--- src/rtl/alu_control_stage.sv ---
// Registered RV32I ALU-control decoder at the ID/EX boundary.
// It produces an ALU op code, an immediate select, an illegal flag and a saturating illegal count.
module alu_control_stage #(
    parameter int COUNT_W = 16
) (
    input  logic               clock,
    input  logic               reset,
    input  logic [31:0]        instr,
    input  logic               valid_in,
    input  logic               stall,
    input  logic               flush,
    output logic [2:0]         alu_control,
    output logic               alu_src_imm,
    output logic               valid_out,
    output logic               illegal,
    output logic [COUNT_W-1:0] illegal_count
);

    localparam logic [2:0] OP_ADD = 3'b000;
    localparam logic [2:0] OP_SLL = 3'b001;
    localparam logic [2:0] OP_SRA = 3'b010;
    localparam logic [2:0] OP_SUB = 3'b011;
    localparam logic [2:0] OP_SLT = 3'b100;
    localparam logic [2:0] OP_SRL = 3'b101;
    localparam logic [2:0] OP_OR  = 3'b110;

    localparam logic [6:0] F7_ZERO = 7'b0000000;
    localparam logic [6:0] F7_ALT  = 7'b0100000;

    typedef struct packed {
        logic [2:0] op;
        logic       imm;
        logic       ill;
    } dec_t;

    logic [6:0] opc;
    logic [2:0] f3;
    logic [6:0] f7;
    dec_t       dec;

    assign opc = instr[6:0];
    assign f3  = instr[14:12];
    assign f7  = instr[31:25];

    // Every legal path clears ill. An illegal decode is then forced to add and register operand B.
    always_comb begin
        dec     = '0;
        dec.ill = 1'b1;
        case (opc)
            7'b0110011: begin
                case (f3)
                    3'b000: begin
                        if (f7 == F7_ZERO)     begin dec.op = OP_ADD; dec.ill = 1'b0; end
                        else if (f7 == F7_ALT) begin dec.op = OP_SUB; dec.ill = 1'b0; end
                    end
                    3'b001: if (f7 == F7_ZERO) begin dec.op = OP_SLL; dec.ill = 1'b0; end
                    3'b010: if (f7 == F7_ZERO) begin dec.op = OP_SLT; dec.ill = 1'b0; end
                    3'b101: begin
                        if (f7 == F7_ZERO)     begin dec.op = OP_SRL; dec.ill = 1'b0; end
                        else if (f7 == F7_ALT) begin dec.op = OP_SRA; dec.ill = 1'b0; end
                    end
                    3'b110: if (f7 == F7_ZERO) begin dec.op = OP_OR;  dec.ill = 1'b0; end
                    default: ;
                endcase
            end
            7'b0010011: begin
                dec.imm = 1'b1;
                case (f3)
                    3'b000: begin dec.op = OP_ADD; dec.ill = 1'b0; end
                    3'b010: begin dec.op = OP_SLT; dec.ill = 1'b0; end
                    3'b110: begin dec.op = OP_OR;  dec.ill = 1'b0; end
                    3'b001: if (f7 == F7_ZERO) begin dec.op = OP_SLL; dec.ill = 1'b0; end
                    3'b101: begin
                        if (f7 == F7_ZERO)     begin dec.op = OP_SRL; dec.ill = 1'b0; end
                        else if (f7 == F7_ALT) begin dec.op = OP_SRA; dec.ill = 1'b0; end
                    end
                    default: ;
                endcase
            end
            7'b0000011, 7'b0100011, 7'b1100111,
            7'b0110111, 7'b0010111, 7'b1101111: begin
                dec.op  = OP_ADD;
                dec.imm = 1'b1;
                dec.ill = 1'b0;
            end
            7'b1100011: begin
                case (f3)
                    3'b000, 3'b001: begin dec.op = OP_SUB; dec.ill = 1'b0; end
                    3'b100, 3'b101: begin dec.op = OP_SLT; dec.ill = 1'b0; end
                    default: ;
                endcase
            end
            default: ;
        endcase
        if (dec.ill) begin
            dec.op  = OP_ADD;
            dec.imm = 1'b0;
        end
    end

    always_ff @(posedge clock) begin
        if (reset) begin
            alu_control   <= '0;
            alu_src_imm   <= 1'b0;
            valid_out     <= 1'b0;
            illegal       <= 1'b0;
            illegal_count <= '0;
        end else if (flush) begin
            alu_control <= '0;
            alu_src_imm <= 1'b0;
            valid_out   <= 1'b0;
            illegal     <= 1'b0;
        end else if (!stall) begin
            valid_out <= valid_in;
            if (valid_in) begin
                alu_control <= dec.op;
                alu_src_imm <= dec.imm;
                illegal     <= dec.ill;
                if (dec.ill && (illegal_count != {COUNT_W{1'b1}}))
                    illegal_count <= illegal_count + 1'b1;
            end else begin
                alu_control <= '0;
                alu_src_imm <= 1'b0;
                illegal     <= 1'b0;
            end
        end
    end

endmodule

--- config.mk ---
export PLATFORM = sky130hd
export DESIGN_NAME = alu_control_stage
export DESIGN_NICKNAME = d
export VERILOG_FILES = /design/src/rtl/alu_control_stage.sv
export SDC_FILE = /design/constraint.sdc
export NUM_CORES = 1
export LEC_CHECK = 0
export ABC_AREA = 1
export CORE_UTILIZATION = 45
export DETAILED_ROUTE_END_ITERATION = 10
export PLACE_DENSITY = 0.8
export SYNTH_ARGS = -nofsm -noshare
export SYNTH_HDL_FRONTEND = slang
export SYNTH_SLANG_ARGS = --single-unit
--- constraint.sdc ---
create_clock -name clock -period 5.3 [get_ports clock]
set_clock_uncertainty 0.15 [all_clocks]
set_input_delay 1.325 -clock clock [delete_from_list [all_inputs] [get_ports clock]]
set_output_delay 1.325 -clock clock [all_outputs]
set_load 0.01 [all_outputs]
==> results_dict.tcl <==
set metrics [dict create \
    drc 0 \
    grt_max_degree 20 \
    antenna_cells 0 \
    post_layout_nonfiller_instances 335 \
    final_antenna_net_count 0 \
    dieWidth_um 62.9 \
    tightest_slew_ns 0.587 \
    cts_buffer_depth 2 \
    die_area_um2 3960 \
    syn_area_per_cell_um2 6.74 \
    synth.top_cell.area_share_pct 26.4 \
    vias 1758 \
    max_clock_freq_mhz 306 \
    path_max_fanout 18 \
    fin_nets 328 \
    io_pins 59 \
    ir_drop_uv 96.6 \
    ctsHtreeMaxLevel 1 \
    drv_slew 0 \
    place_hpwl_mm 2.82 \
    crit_start "stall" \
    hold_path_class "flip-flop to flip-flop" \
    yosysMostFrequentCell "nand2_1" \
    rsz0062_at_grt "no" \
    r2r_cells 9 \
    cts_setup_buffers 0 \
    setup_viol 0 \
    period_share_pct 61.7 \
    synth_warnings 0 \
    critPathBufInv 3 \
    drt-total-wl_mm 3.75 \
    dp.cells 331 \
    r2r_start "illegal_count[0]$_SDFFE_PP0P_" \
    synthTopCellsByCount "61 x nand2_1, 25 x nor2_1, 22 x dfxtp_1" \
    synth_area_um2 1670 \
    cpMostUsedCell "nand2_1" \
    postCtsHoldBufs 0 \
    path_cells "clkdlybuf4s50_1, inv_1, nand2_1, clkinv_1, nand3_4, nand2_1, a21oi_1" \
    clk_latency_ns 0.27 \
    cts_root_buf "clkbuf_8" \
    netlist_instances 248 \
    cts_buffers 3 \
    antenna_found_initial 0 \
    async_reset_ff_share_pct 0 \
    synth_top_area_cell "dfxtp_1" \
    critPathCaptureType "flip-flop" \
    grt_pass1_vias 1684 \
    dr.pass1.iters 4 \
    cts_tree "done" \
    grt_pass1_wl_mm 6.64 \
    r2r-end "illegal_count[4]$_SDFFE_PP0P_" \
    drt_iter0_markers 70 \
    die_h_um 62.9 \
    grt_util_met3_pct 2.92 \
    synthTopCellsByArea "dfxtp_1 26%, nand2_1 14%, nand4_1 6.7%" \
    path_class "input pin to flip-flop" \
    p_total_mw 0.380 \
    p_per_area_nw_per_um2 174 \
    synth_ff_type "dfxtp_1" \
    busiest_layer "met2" \
    grtUsageMet2_pct 38.8 \
    critical-path-top-delay-family "buffers and inverters" \
    grt_overflow_total 0 \
    grt.met1_usage_pct 21.5 \
    fin_ws_ns 2.03 \
    crit_path_end "illegal_count[4]$_SDFFE_PP0P_" \
    critPathRequiredTime_ns 5.35 \
    slew_headroom_pct 60.7 \
    post-place-ws_ns 1.75 \
    cts_resized 0 \
    syn_to_final_growth_pct 30.9 \
    critical_path_depth 7 \
    synth_seq_area_share_pct 26.4 \
    tns_ns 0 \
    initial_utilization_pct 48.5 \
    track_usage_pct 20.2 \
    ff2ff_setup_slack_ns 3.06 \
    cap_viol_max_count 0 \
    period_needed_ns 3.27 \
    cts_sinks 22 \
    leakage_nw 0.762 \
    synth-edff-count 0 \
    path_clk_slew_ns 0.09 \
    synthDistinctLibCells 29 \
    gp_congestion 0.904 \
    drive_gt1_share_pct 17.3 \
    crit_arrival_ns 3.32 \
    max_stage_delay_ns 0.61 \
    critPathSlowestCell "clkdlybuf4s50_1" \
    post_drt_wl_per_cell_um 11.2 \
    hold_viol_final 0 \
    rows 21 \
    syn-num-nets 286 \
    core_area_um2 3440 \
    status "finished, final reports clean" \
    vias_per_cell 5.25 \
    synth-seq-cells 22 \
    port_buffers 43 \
    start_kind "input pin" \
]
-- layout by cell type, fill, tap and decap left out, types with 2 or more instances in the layout --
cell             instances
nand2_1                 61
clkdlybuf4s50_1         43
nor2_1                  25
dfxtp_1                 22
nand4_1                 18
nand3_1                 17
inv_1                   15
nand2_2                 15
a21oi_1                 12
a21oi_2                 10
xor2_1                   8
inv_2                    7
nor2_2                   6
xnor2_1                  5
o211ai_1                 3
nor3_1                   3
clkbuf_8                 3
nor2_4                   2
nand3_4                  2
clkinv_1                 2
o21ai_0                  2
-- how the worst min path moves through the flow --
stage,startpoint,to,depth (start not counted)
detailed placement,illegal$_SDFFE_PP0N_,illegal$_SDFFE_PP0N_,2
finish,illegal$_SDFFE_PP0N_,illegal$_SDFFE_PP0N_,2
global route,illegal$_SDFFE_PP0N_,illegal$_SDFFE_PP0N_,2
global placement,illegal$_SDFFE_PP0N_,illegal$_SDFFE_PP0N_,2
floorplan,illegal$_SDFFE_PP0N_,illegal$_SDFFE_PP0N_,2
CTS,illegal$_SDFFE_PP0N_,illegal$_SDFFE_PP0N_,2
-- logic make-up (layout without fill, tap and decap cells) --
group | count (synthesis) | count (layout) | share of synthesized area, %
XOR/XNOR | 13 | 13 | 6.82
AND/OR/NAND/NOR | 151 | 151 | 44.3
AO/OA/AOI/OAI | 30 | 30 | 13.3
adder cells (fa/ha/maj) | 1 | 1 | 0.749
flip-flops | 22 | 22 | 26.4
buffers and inverters | 31 | 72 | 8.46
-- routing by layer --
metal	vias to the layer above	wire, µm	part of all wire (%)
li1	898	-	-
met1	803	1600	43
met2	46	1920	51
met3	11	136	3.6
met4	0	91	2.4
met5	-	0	0
-- metrics by stage --
step                hold slack, ns  utilization (%)  area (µm²)
finish                       0.309             63.5        2190
floorplan                    0.331                -        1670
CTS                          0.313             63.5        2190
global route                 0.340             63.5        2190
detailed placement           0.301             61.4        2110
global placement             0.299             61.4        2110
-- layout make-up --
class / instances / area, µm²
multi-input cells: 195 / 1090
repair buffers: 44 / 438
flip-flops and latches: 22 / 440
fillers: 323 / 1260
well taps: 46 / 57.6
clock buffers: 3 / 41.3
clock inverters: 1 / 30.0
inverters: 24 / 90.1
-- power by group --
group	total [mW]	internal, mW	switching, mW
logic	0.0526	0.0235	0.0291
registers	0.167	0.166	0.00109
clock network	0.160	0.101	0.0593
total	0.380	0.291	0.0895
-- tightest hold or removal path, stage by stage, from the launching register on --
cell,delay (ns)
dfxtp_1,0.32
nand2_1,0.05
a21oi_1,0.05
-- state kept, by name, indices dropped and copies added, names as in the netlist --
register,cells
illegal,1
illegal_count,16
alu_src_imm,1
alu_control,3
valid_out,1
Power figures use the tool's default switching activity.
